### config.mk
export PLATFORM = sky130hd
export DESIGN_NAME = mem_port_arbiter
export DESIGN_NICKNAME = d
export VERILOG_FILES = /design/src/rtl/mem_port_arbiter.sv
export SDC_FILE = /design/constraint.sdc
export NUM_CORES = 1
export LEC_CHECK = 0
export BUFFER_PORTS_ARGS = -buffer_cell sky130_fd_sc_hd__buf_2
export CAP_MARGIN = 20
export CORE_MARGIN = 2
export CORE_UTILIZATION = 50
export CTS_CLUSTER_SIZE = 14
export DETAILED_ROUTE_END_ITERATION = 16
export GPL_TIMING_DRIVEN = 1
export PLACE_DENSITY_LB_ADDON = 0.2
export SETUP_SLACK_MARGIN = 0.4
export SYNTH_ARGS = -nofsm -noshare
export SYNTH_HDL_FRONTEND = slang
export SYNTH_SLANG_ARGS = --single-unit
### constraint.sdc
create_clock -name clk -period 3.2 [get_ports clk]
set_clock_uncertainty 0.15 [all_clocks]
set_input_delay 0.16 -clock clk [delete_from_list [all_inputs] [get_ports clk]]
set_output_delay 0.16 -clock clk [all_outputs]
set_load 0.03 [all_outputs]
### src/rtl/mem_port_arbiter.sv
// Shares one memory port between instruction fetch and data access: data first,
// a starvation guard for fetch, and a per-transaction watchdog with a sticky error flag.
module mem_port_arbiter #(
    parameter int STARVE_LIMIT = 4,
    parameter int TIMEOUT      = 255
) (
    input  logic        clk,
    input  logic        rst,
    input  logic        inst_req,
    input  logic [31:0] inst_addr,
    output logic [31:0] inst_rdata,
    output logic        inst_ok,
    input  logic        data_req,
    input  logic        data_wr,
    input  logic [31:0] data_addr,
    input  logic [31:0] data_wdata,
    output logic [31:0] data_rdata,
    output logic        data_ok,
    output logic        mem_req,
    output logic        mem_wr,
    output logic [31:0] mem_addr,
    output logic [31:0] mem_wdata,
    input  logic [31:0] mem_rdata,
    input  logic        mem_ready,
    output logic        bus_err
);
    localparam int STREAK_W  = (STARVE_LIMIT > 0) ? $clog2(STARVE_LIMIT + 1) : 1;
    localparam int TIMEOUT_W = (TIMEOUT > 1) ? $clog2(TIMEOUT + 1) : 1;

    typedef enum logic [2:0] {IDLE, BUSY_I, BUSY_D, RESP_I, RESP_D} arbState_t;

    arbState_t            state;
    arbState_t            nextState;
    logic [STREAK_W-1:0]  streak;
    logic [TIMEOUT_W-1:0] busyCount;
    logic                 busy;
    logic                 starveBlock;
    logic                 grantData;
    logic                 grantInst;
    logic                 timeoutHit;
    logic                 done;

    // Fetch wins only once data has taken STARVE_LIMIT grants in a row over it.
    assign busy        = (state == BUSY_I) || (state == BUSY_D);
    assign starveBlock = inst_req && (streak == STREAK_W'(STARVE_LIMIT));
    assign grantData   = (state == IDLE) && data_req && !starveBlock;
    assign grantInst   = (state == IDLE) && inst_req && !grantData;
    assign timeoutHit  = (busyCount == TIMEOUT_W'(TIMEOUT - 1));
    assign done        = busy && (mem_ready || timeoutHit);

    always_ff @(posedge clk) begin
        // NOTE: state elements use non-blocking assignments so every register
        // samples pre-edge values, independent of process evaluation order.
        if (rst) begin
            state <= IDLE;
        end else begin
            state <= nextState;
        end
    end

    always_comb begin
        // NOTE: default first, so no path through the case leaves nextState
        // unassigned and no latch is inferred.
        nextState = state;
        case (state)
            IDLE: begin
                if (grantData) begin
                    nextState = BUSY_D;
                end else if (grantInst) begin
                    nextState = BUSY_I;
                end
            end
            BUSY_I:  if (done) nextState = RESP_I;
            BUSY_D:  if (done) nextState = RESP_D;
            RESP_I:  nextState = IDLE;
            RESP_D:  nextState = IDLE;
            default: nextState = IDLE;
        endcase
    end

    always_comb begin
        mem_req = busy;
        inst_ok = (state == RESP_I);
        data_ok = (state == RESP_D);
    end

    // Command latch, streak and watchdog counters, response capture.
    always_ff @(posedge clk) begin
        if (rst) begin
            mem_wr     <= 1'b0;
            mem_addr   <= '0;
            mem_wdata  <= '0;
            inst_rdata <= '0;
            data_rdata <= '0;
            bus_err    <= 1'b0;
            streak     <= '0;
            busyCount  <= '0;
        end else begin
            if (grantData) begin
                mem_addr  <= data_addr;
                mem_wr    <= data_wr;
                mem_wdata <= data_wdata;
                if (!inst_req) begin
                    streak <= '0;
                end else if (streak != STREAK_W'(STARVE_LIMIT)) begin
                    streak <= streak + 1'b1;
                end
            end else if (grantInst) begin
                mem_addr <= inst_addr;
                mem_wr   <= 1'b0;
                streak   <= '0;
            end

            if (done) begin
                busyCount <= '0;
                // A ready arriving on the timeout cycle still counts as a normal completion.
                if (mem_ready) begin
                    if (state == BUSY_I) begin
                        inst_rdata <= mem_rdata;
                    end else if (!mem_wr) begin
                        data_rdata <= mem_rdata;
                    end
                end else begin
                    bus_err <= 1'b1;
                    if (state == BUSY_I) begin
                        inst_rdata <= '0;
                    end else begin
                        data_rdata <= '0;
                    end
                end
            end else if (busy) begin
                busyCount <= busyCount + 1'b1;
            end
        end
    end
endmodule

### After elaboration in Yosys (flattened, before gate mapping)

Index checks and enable logic that the tools add are counted.
W data, S select, Z words.

* logic and storage cells: 63
* input bits: 134
* output and inout bits: 133
* bits in registers: 144

* equality and inequality tests: 12
* muxes and demuxes: 20
* bitwise operators: 2
* $add $sub $neg: 2
* reductions and logical operators: 18

Operators by type and width (count)
* $mux W32: 9
* $mux W3: 8
* $pmux W3 S3: 1
* $add A8 B1 Y8 const B: 1
* $eq A8 B8 Y1 const B: 1
* $eq A3 B2 Y1 const B: 2
* $eq A3 B3 Y1 const B: 2
* $logic_and A1 B1 Y1: 6
* $ne A2 B2 Y1 const B: 3
* $ne A3 B3 Y1 const B: 2
* $reduce_and A2 Y1: 3
* $reduce_and A3 Y1: 2
* $add A3 B1 Y3 const B: 1
* $eq A3 B1 Y1 const B: 1
* $logic_not A3 Y1: 1
* $ne A3 B2 Y1 const B: 1
* $logic_not A1 Y1: 2
* $logic_or A1 B1 Y1: 2
* $mux W1: 2
* $not A1 Y1: 2
* $reduce_bool A2 Y1: 1
* $reduce_or A2 Y1: 1

### Logic depth before layout (Yosys ltp)

Gate-level depths: netlist (run 1).

* depth in word-level cells: 9
* mapped depth: 8
* mapped depth without buffers: 6

### Least setup slack after synthesis (run 1)

OpenSTA, ideal clock, no wires.

* path type: register to register
* start: reg busyCount[0]
* end: reg state[1]
* arrival time: 1.717 ns
* period minus slack after synthesis: 1.970 ns
* stages on the path, launching flop included: 7
* path slack: 1.230 ns
* buffers on the path: 0
* setup time: 0.103 ns
* path through: dfxtp_1 -> inv_1 -> ha_1 -> and3_1 -> a21oi_2 -> mux2_2 -> a2111oi_2

* word-level cells in the longest chain between the ends: 5

Ends and longest elaborated chain
* start, declared: RTL line 35 `logic [TIMEOUT_W-1:0] busyCount;`
* start signal, assigned: RTL line 132 `busyCount <= busyCount + 1'b1;`
* $eq A8 B8 Y1 *: RTL line 48 `assign timeoutHit = (busyCount == TIMEOUT_W'(TIMEOUT - 1));`
* $logic_or A1 B1 Y1 *: RTL line 49 `assign done = busy && (mem_ready || timeoutHit);`
* $logic_and A1 B1 Y1 *: RTL line 49
* $ne A2 B2 Y1 (no line)
* $reduce_and A3 Y1 (no line) *
* end signal, assigned: RTL line 57 `state <= nextState;`
* end, declared: RTL line 32 `arbState_t state;`

Every way passes the cells marked *; elsewhere a longest branch is shown, timed or not.
A chain may end at the register's enable or synchronous reset.

### Worst setup path in the final report (run 1)

* start: reg streak[0]
* end: reg mem_addr[21]

* word-level cells in the longest chain between the ends: 7

Ends and longest elaborated chain
* start, declared: RTL line 34 `logic [STREAK_W-1:0] streak;`
* start signal, assigned: RTL line 106 `streak <= streak + 1'b1;`
* $eq A3 B3 Y1 *: RTL line 45 `assign starveBlock = inst_req && (streak == STREAK_W'(STARVE_LIMIT));`
* $logic_and A1 B1 Y1 *: RTL line 45
* $logic_not A1 Y1 *: RTL line 46 `assign grantData = (state == IDLE) && data_req && !starveBlock;`
* $logic_and A1 B1 Y1 *: RTL line 46
* $logic_not A1 Y1: RTL line 47 `assign grantInst = (state == IDLE) && inst_req && !grantData;`
* $logic_and A1 B1 Y1: RTL line 47
* $reduce_bool A2 Y1 (no line)
* end signal, assigned: RTL line 100 `mem_addr <= data_addr;`
* end signal, assigned: RTL line 109 `mem_addr <= inst_addr;`
* end, declared: RTL line 21 `output logic [31:0] mem_addr,`

Marked as above.

==> results of run 1 <==
## layout by cell type (no fill, tap or decap), types with 2 or more instances in the layout
master         instances
a211oi_1               2
a21oi_1               66
a22o_1                10
a22o_2                23
a311oi_1              32
a32oi_1                2
and2_1                 2
and3_1                 2
buf_2                265
buf_4                 10
clkbuf_1               5
clkbuf_16             16
clkbuf_8               3
clkinv_2               3
clkinvlp_4             2
dfxtp_1              144
dlygate4sd3_1        132
ha_1                   4
inv_1                  5
nand2_1              166
nand3_1                3
nor2_1                49
nor2b_1                2
nor3_1                 2
nor4_1                 2
o21ai_0               31
or3b_4                 2
xnor2_1                7
## layout make-up
type                            count  area share [%]
Sequential cell                   144            33.3
Timing Repair Buffer              407            31.4
Multi-Input combinational cell    427            27.1
Clock buffer                       24            5.31
Tap cell                          140            2.02
Clock inverter                      6           0.693
Inverter                            5           0.217
## worst max path at each step
stage                 startpoint             end  slack (ns)  depth (start not counted)
floorplan           busyCount[0]        state[1]        1.23                          6
global placement        state[0]  inst_rdata[24]        1.06                          4
detailed placement      state[2]     mem_addr[9]        0.93                          5
CTS                     state[2]     mem_addr[7]        0.44                          6
global route           streak[0]    mem_addr[21]        0.46                          8
finish                 streak[0]    mem_addr[21]        0.55                          8
## worst max-delay path: cells and delay by family (launching register included)
kind	cells	cell delay [ns]
flops	1	0.32
buf+inv	3	1.05
simple gates	3	0.46
fa+ha+maj	1	0.18
compound gates	1	0.42
## state kept, by name, indices dropped and copies added, names as in the netlist
signal      cells
bus_err         1
mem_wr          1
data_rdata     32
inst_rdata     32
mem_addr       32
streak          3
state           3
busyCount       8
mem_wdata      32
## cell families after synthesis
kind of cell	Yosys count
AOI/OAI and AO/OA	174
xor gates and xnor gates	8
DFF	144
and+or+nand+nor	240
buffers and inverters	56
muxes	1
adders and majority gates	4
## timing repair
action | 4_1_cts | 5_1_grt
endpoints found under the hold margin | 135 | 0
hold buffers | 132 | 0
resized for setup | 0 | 1
setup endpoints to repair | 0 | 15
## power by group
part | internal (mW) | switching (mW) | leakage, nW
combinational | 0.463 | 0.717 | 2.60
sequential | 1.94 | 0.0961 | 1.18
clock | 1.06 | 0.714 | 0.251
total | 3.46 | 1.53 | 4.03
## metal layers
metal / share of wire (%) / routed length (um) / GRT usage, % / up-vias
met3: 8.2 / 1580 / 9.50 / 82
met5: 0 / 0 / 0 / -
met1: 38 / 7280 / 33.9 / 2941
met4: 4.5 / 868 / 18.6 / 0
met2: 50 / 9610 / 55.1 / 305
li1: - / - / - / 2910
==> results.yml, run 1 <==
yosys:
  netlist.top_cell.by_area: "dfxtp_1"
  synth_area_um2: 5540
  synthMuxAreaShare_pct: 0.203
  synth.ff_latch_count: 144
  dominantRegCellSynth: "dfxtp_1"
  syn-mean-instance-area_um2: 8.84
  synth-compound-area-share_pct: 21.6
  synth_adder_area_share_pct: 0.903
  main_combinational_cell_family_by_area_after_synthesis: "compound AO/OA/AOI/OAI gates"
  synth-simple-area-share_pct: 18.2
  synth_top_cell_area_share_pct: 52.0
  yosys-top-cells-count: "nand2_1, dfxtp_1, a21oi_1"
  synthCells: 627
  yosysSeqAreaShare_pct: 52.0
  syn-num-nets: 765
  synth_warnings: 0
  yosys-top-cells-area: "dfxtp_1, nand2_1, a21oi_1, a311oi_1, a22o_2"
  yosys.cell_count.top_type: "nand2_1"
  ys_async_sr_fraction_pct: 0
  synth_enable_flop_cells: 0
  distinct_cell_type_count_after_synthesis: 44
  synth-xor-area-share_pct: 1.40
place:
  dp_worst_setup_slack_ns: 0.932
  dp.cells: 991
  routabilityCongestion: 0.774
  detailed_place.area_um2: 6820
  io_buffers: 266
  detailedPlacementHpwl_mm: 11.1
floorplanning:
  initial_utilization_pct: 51.1
  core.rowCount: 38
  die_width_um: 109
  core_region_area_um2: 10800
  io_pins: 267
  die_h_um: 109
  die_area_um2: 11900
global_route:
  grt.total_usage_pct: 31.7
  grt_first_pass_wirelength_mm: 29.4
  number_of_global_route_vias_before_repair: 6196
  antenna_violations_before_repair: 0
  total_global_routing_overflow: 0
  grt_start_max_net_pins: 64
min_path:
  holdCritPathClass: "in -> reg"
  min_delay_worst_endpoint: "mem_wdata[5]"
  min-delay-start: "rst"
  worst_hold_path.num_cells: 2
setup_path:
  crit_type: "reg -> reg"
  startpoint_type: "flop"
  path_cells: "inv_1 -> ha_1 -> nand3_1 -> nand2_1 -> buf_4 -> nand2_1 -> a311oi_1 -> dlygate4sd3_1"
  timing.critical_path.to_type: "flop"
  setup.reg_to_reg.worst_slack_ns: 0.55
  cp.arrival_ns: 2.97
  timing.rr.start: "streak[0]"
  worst_path_max_delay_cell: "dlygate4sd3_1"
  crit_top_cell: "nand2_1"
  ff2ff_path_depth: 8
  critical_path.reg2reg.endpoint: "mem_addr[21]"
  critical_path_peak_fanout: 32
  crit_path_max_incr_delay_ns: 0.61
  timing.critical_path.required_ns: 3.52
routing:
  drt_iter0_drc: 481
  wirelength_mm: 19.3
  drt-wirelength-per-cell_um: 16.8
  postRouteAntennaNets: 0
  dr_total_vias: 6238
  detailedRoute.firstPassIterationCount: 6
  detail_route.vias_per_cell: 5.41
  drc_errors: 0
clocking:
  clock_insertion_delay_worst_skew_ns: 0.53
  cts_max_level: 4
  postCtsSetupRepairBufs: 0
  cts_tree: "built"
  clockRootBuffer: "clkbuf_8"
  cts.sinks: 144
  cts.reportedPaths.clkPinSlew_ns: 0.06
  cts_buffers: 17
  clk_path_buf_depth: 2
sta:
  final-max-slew-violation-count: 0
  timing.final.crit_share_pct: 82.8
  worst_slack_ns: 0.552
  min_period_ns: 2.65
  hold_ws_ns: 0.0403
  timing.final.hold_violations: 0
  slew_at_the_pin_closest_to_its_max_slew_limit_ns: 0.721
  grt_setup_unrepaired: "no"
  fmax_ghz: 0.378
  finalSetupTns_ns: 0
  setup_viol: 0
  timing.slew.headroom_pct: 51.9
pwr:
  ir_worst_vdd_v: 0.000461
  design_power_total_mw: 4.99
  power_density_nw_per_um2: 576
  leakagePower_nw: 4.03
cells_and_area:
  multi_input_comb_area_um2: 2340
  drive_gt1_share_pct: 33.3
  areaGrowthSynthToFinish_pct: 56.3
  seq_area_um2: 2880
  insertedDiodeCount: 0
  num-fill-cells: 690
  finish.utilization_pct: 79.9
  postLayoutCellArea_um2: 8660
  finalNetCount: 1140
  final-instance-count-excl-fill: 1153
run:
  maxCapViolations: 0
status:
  run_status: "completed"
Power figures use the tool's default switching activity.
==> run 2: changes to the inputs <==
ABC_AREA = 1   (was default)
CORE_UTILIZATION = 48   (was 50)
clock period = 2.5 ns   (was 3.2 ns; I/O delays follow)
==> run 2 against run 1 <==
  * Routed wire length rose by 14%
  * Register-to-register slack lost 0.02 ns
  * Hold slack improved by 0.068 ns
  * Largest power group is now combinational logic
  * First-iteration DRC count increased by 24%
  * Die area grew 17%
  * Setup slack got worse by 0.023 ns
==> results.yml, run 2 <==
sta:
  timing.final.crit_share_pct: 78.8
  min_period_ns: 1.97
  final-max-slew-violation-count: 0
  timing.final.hold_violations: 0
  slew_at_the_pin_closest_to_its_max_slew_limit_ns: 0.640
  finalSetupTns_ns: 0
  grt_setup_unrepaired: "no"
  timing.slew.headroom_pct: 57.3
  fmax_ghz: 0.507
  setup_viol: 0
min_path:
  min_delay_worst_endpoint: "data_rdata[1]"
  worst_hold_path.num_cells: 5
  holdCritPathClass: "in -> reg"
  min-delay-start: "rst"
clocking:
  postCtsSetupRepairBufs: 0
  cts_tree: "built"
  cts.sinks: 144
  clk_path_buf_depth: 2
  clock_insertion_delay_worst_skew_ns: 0.42
  clockRootBuffer: "clkbuf_16"
  cts.reportedPaths.clkPinSlew_ns: 0.06
  cts_max_level: 4
  cts_buffers: 17
run:
  maxCapViolations: 0
floorplanning:
  core_region_area_um2: 12700
  die_width_um: 118
  initial_utilization_pct: 49.5
  core.rowCount: 41
  io_pins: 267
  die_area_um2: 14000
  die_h_um: 118
cells_and_area:
  areaGrowthSynthToFinish_pct: 53.9
  multi_input_comb_area_um2: 2690
  seq_area_um2: 2880
  layout.cells.most_common: "nand2_1"
  num-fill-cells: 869
  finalNetCount: 1441
  drive_gt1_share_pct: 24.7
  finish.utilization_pct: 76.1
  layout.cells.most_common_list: "nand2_1, buf_2, dfxtp_1, dlygate4sd3_1, nor2_1"
global_route:
  grt_first_pass_wirelength_mm: 35.1
  number_of_global_route_vias_before_repair: 7178
  grt_start_max_net_pins: 67
  global_route.peak_usage_layer: "met2"
  total_global_routing_overflow: 0
  antenna_violations_before_repair: 1
  grt_util_met1_pct: 35.9
  grtUsageMet2_pct: 51.8
  grt_use_met3_pct: 8.49
  grt.total_usage_pct: 31.0
yosys:
  yosys-top-cells-area: "dfxtp_1, nand2_1, a21oi_1, nor2_1, inv_1"
  synth_top_cell_area_share_pct: 46.0
  syn-num-nets: 1067
  synthCells: 929
  ys_async_sr_fraction_pct: 0
  netlist.top_cell.by_area: "dfxtp_1"
  yosys.cell_count.top_type: "nand2_1"
  synth.ff_latch_count: 144
  synth_enable_flop_cells: 0
  dominantRegCellSynth: "dfxtp_1"
  synth_area_um2: 6270
  synth_warnings: 0
  yosys-top-cells-count: "nand2_1, dfxtp_1, nor2_1"
  yosysSeqAreaShare_pct: 46.0
  distinct_cell_type_count_after_synthesis: 26
  syn-mean-instance-area_um2: 6.75
setup_path:
  timing.critical_path.to_type: "flop"
  crit_type: "reg -> reg"
  critical_path_peak_fanout: 45
  setup.reg_to_reg.worst_slack_ns: 0.53
  ff2ff_path_depth: 7
  critical_path.reg2reg.endpoint: "mem_wdata[12]"
  worst_path_max_delay_cell: "dfxtp_1"
  cp.arrival_ns: 2.12
  path_cells: "inv_1 -> ha_1 -> nand3_1 -> nand4_1 -> buf_4 -> o21ai_0 -> nor2_1"
  startpoint_type: "flop"
  cp.buffers_inverters: 2
  timing.critical_path.required_ns: 2.65
  timing.rr.start: "streak[0]"
  cpLargestDelayFamily: "simple AND/OR/NAND/NOR gates"
  crit_path_max_incr_delay_ns: 0.35
routing:
  drt-wirelength-per-cell_um: 14.8
  detailedRoute.firstPassIterationCount: 7
  detail_route.vias_per_cell: 4.99
  drc_errors: 0
  dr_total_vias: 7423
  drt_iter0_drc: 598
  wirelength_mm: 22.1
  postRouteAntennaNets: 0
place:
  detailedPlacementHpwl_mm: 11.9
  io_buffers: 266
  routabilityCongestion: 0.877
status:
  run_status: "completed"
pwr:
  power_density_nw_per_um2: 1250
  ir_worst_vdd_v: 0.000834
  leakagePower_nw: 4.87
==> run 2: kinds of logic after synthesis <==
kind of cell	Yosys count	synth area share (%)
AOI/OAI and AO/OA	146	11.9
and+or+nand+nor	457	29.7
xor gates and xnor gates	2	0.279
adders and majority gates	4	0.798
DFF	144	46.0
buffers and inverters	176	11.4
==> run 2: repair_timing <==
action,in CTS,in global routing
endpoints found under the setup margin,0,27
hold endpoints to repair,133,0
gates resized for setup,0,5
hold buffers,132,0
==> run 2: power by group <==
part           switching, mW  internal [mW]  total [mW]
logic                   4.18           1.76        5.94
clock network          0.968           1.64        2.61
registers              0.429           3.06        3.49
total                   5.57           6.46        12.0
==> run 2: per-stage QoR <==
step,area (um2),setup WS (ns),std cells,total power [mW],hold WS (ns)
final,9650,0.529,1489,12.0,0.108
after global routing,9650,0.402,1489,12.7,0.126
after CTS,9630,0.495,1488,11.8,0.0986
after floorplan,6270,0.882,929,7.55,0.118
after global placement,7700,0.610,1324,8.92,0.223
after detailed placement,7700,0.555,1324,8.97,0.227
==> run 2: area by class of cell <==
class | count | area share, %
Clock inverter | 10 | 1.39
Inverter | 116 | 4.51
Multi-Input combinational cell | 609 | 27.9
Timing Repair Buffer | 415 | 29.2
Clock buffer | 22 | 4.92
Antenna cell | 1 | 0.0259
Sequential cell | 144 | 29.9
Tap cell | 172 | 2.23
==> run 2: worst max-delay path by stage <==
stage | from | endpoint | cells after the start
2_1_floorplan | busyCount[0] | inst_rdata[10] | 11
3_3_place_gp | state[1] | busyCount[6] | 8
3_5_place_dp | state[0] | data_rdata[24] | 8
4_1_cts | state[1] | mem_req | 4
5_1_grt | streak[0] | mem_wdata[12] | 7
6_report | streak[0] | mem_wdata[12] | 7
==> run 2: routing by layer <==
| metal | vias to the layer above | wire length, um |
|---|---|---|
| met2 | 407 | 10600 |
| li1 | 3638 | - |
| met1 | 3294 | 8590 |
| met5 | - | 0 |
| met4 | 0 | 948 |
| met3 | 84 | 1950 |
==> run 2: worst reg2reg max path, delay by kind of cell (launching register included) <==
family                   cells  cell delay (ns)
AO/OA/AOI/OAI                1             0.37
AND/OR/NAND/NOR              3             0.41
flip-flops                   1             0.35
buffers and inverters        2             0.39
adder cells (fa/ha/maj)      1             0.18
==> run 3: changes to the inputs <==
CORE_UTILIZATION = 43   (was 48)
clock period = 1.8 ns   (was 2.5 ns; I/O delays follow)
==> run 3 against run 2 <==
  * The run now ends with negative setup slack left
  * Largest power group unchanged
  * Setup slack got worse by 0.59 ns
  * Sequential power up 41%
  * Critical path type unchanged
  * First-iteration DRC count fell by 10%
  * Global-route usage is 1.7 points lower
  * Largest cell class is now buffers
  * Fmax is 6.1% higher
  * Critical endpoint is now mem_addr[0]
==> results.yml, run 3 (synthesis gave the netlist of run 2 again) <==
setup_path:
  crit_path_max_incr_delay_ns: 0.34
  startpoint_type: "flop"
  cp.buffers_inverters: 3
  cp.arrival_ns: 2.05
  timing.critical_path.required_ns: 1.99
  cpLargestDelayFamily: "buffers and inverters"
  path_cells: "inv_2 -> ha_4 -> nand3_4 -> nand4_1 -> bufinv_8 -> buf_12 -> nand2_1 -> a21oi_1"
  worst_path_max_delay_cell: "dfxtp_2"
  timing.critical_path.to_type: "flop"
  crit_type: "reg -> reg"
  critical_path_peak_fanout: 11
floorplanning:
  die_area_um2: 15600
  core.rowCount: 44
  die_h_um: 125
  die_width_um: 125
  core_region_area_um2: 14400
  io_pins: 267
  initial_utilization_pct: 43.6
status:
  run_status: "finished, violations left"
  failed_checks: "negative setup slack"
cells_and_area:
  final-instance-count-excl-fill: 1562
  layout.cells.most_common_list: "buf_2, nand2_1, dfxtp_1, dlygate4sd3_1, inv_1"
  drive_gt1_share_pct: 38.7
  finalNetCount: 1503
  layout.cells.most_common: "buf_2"
  postLayoutCellArea_um2: 11500
  areaGrowthSynthToFinish_pct: 83.7
routing:
  detailedRoute.firstPassIterationCount: 5
  postRouteAntennaNets: 0
  detail_route.vias_per_cell: 5.22
  drt-wirelength-per-cell_um: 18.0
  drt_iter0_drc: 536
  dr_total_vias: 8149
  wirelength_mm: 28.1
  drc_errors: 0
clocking:
  clk_path_buf_depth: 2
  cts.reportedPaths.clkPinSlew_ns: 0.06
  clockRootBuffer: "clkbuf_16"
  cts_tree: "built"
  cts.sinks: 144
  clock_insertion_delay_worst_skew_ns: 0.42
  cts_max_level: 4
  cts_buffers: 17
place:
  detailedPlacementHpwl_mm: 12.4
  detailed_place.area_um2: 7940
  dp.cells: 1341
  io_buffers: 266
  routabilityCongestion: 0.816
pwr:
  leakagePower_nw: 5.50
  power_density_nw_per_um2: 1780
  design_power_total_mw: 20.5
  ir_worst_vdd_v: 0.00132
sta:
  min_period_ns: 1.86
  timing.final.crit_share_pct: 103
  grt_setup_unrepaired: "yes"
  timing.slew.headroom_pct: 53.4
  fmax_ghz: 0.538
  setup_viol: 2
  worst_slack_ns: -0.0580
  timing.final.hold_violations: 0
  final-max-slew-violation-count: 0
  slew_at_the_pin_closest_to_its_max_slew_limit_ns: 0.698
global_route:
  grt.total_usage_pct: 29.3
  antenna_violations_before_repair: 2
  grt_first_pass_wirelength_mm: 37.0
  number_of_global_route_vias_before_repair: 7431
  grt_start_max_net_pins: 57
  total_global_routing_overflow: 0
run:
  maxCapViolations: 0
min_path:
  holdCritPathClass: "in -> reg"
==> run 3: cell types whose count changed in the layout (fill, tap and decap cells not counted), moves of 11 or more <==
cell | before | now
nand2_4 | 0 | 12
o21ai_1 | 0 | 22
nand2_2 | 3 | 24
dfxtp_1 | 144 | 133
nand2_1 | 267 | 231
o21ai_0 | 34 | 1
a21oi_1 | 110 | 46
a21oi_2 | 0 | 54
buf_6 | 3 | 16
==> run 3: area by class of cell <==
type                       count  area (um2)
timing repair buffer         473        3860
multi-input combinational    613        3460
sequential                   144        2900
fill                         867        2850
clock buffer                  21         470
inverter                     116         455
tap                          184         230
clock inverter                 9         133
antenna                        2        5.00
==> run 3: routing by layer <==
layer	GRT usage (%)	vias to the layer above	share of wire, %
met5	0	-	0
met4	15.0	0	5.5
met3	7.30	125	7.3
met2	51.3	447	51
met1	32.8	3791	36
li1	-	3786	-
==> run 3: path summary, 6_finish.rpt <==
path | startpoint | end | slack, ns | depth (start not counted)
setup / recovery | streak[0] | mem_addr[0] | -0.06 | 8
hold / removal | rst | state[1] | 0.007 | 4
setup reg to reg | streak[0] | mem_addr[0] | -0.06 | 8
hold reg to reg | bus_err | bus_err | 0.30 | 2
==> run 3: what timing repair did <==
action,4_1_cts,5_1_grt
pin swaps,12,27
hold buffers,133,0
setup endpoints to repair,147,147
resized for setup,53,165
setup buffers,15,17
hold endpoints to repair,135,0
gates cloned,8,16
==> run 3: worst min-delay path, cell delays in order <==
cell	delay (ns)
buf_2	0.10
inv_2	0.18
nand2_1	0.13
nor2_1	0.03
==> run 3: through the flow <==
step	TNS, ns	utilization [%]	setup slack [ns]	hold slack, ns
finish	-0.0794	80.2	-0.0580	0.00679
global route	-0.302	80.2	-0.112	0.0164
CTS	0	72.3	0.165	-0.0556
detailed placement	0	55.3	0.0873	0.181
global placement	0	55.3	0.0999	0.174
floorplan	0	-	0.311	0.0771
==> run 3: where the power goes <==
group	internal, mW	switching (mW)
Combinational	4.51	7.39
Sequential	4.27	0.646
Clock	2.28	1.39
Total	11.1	9.42
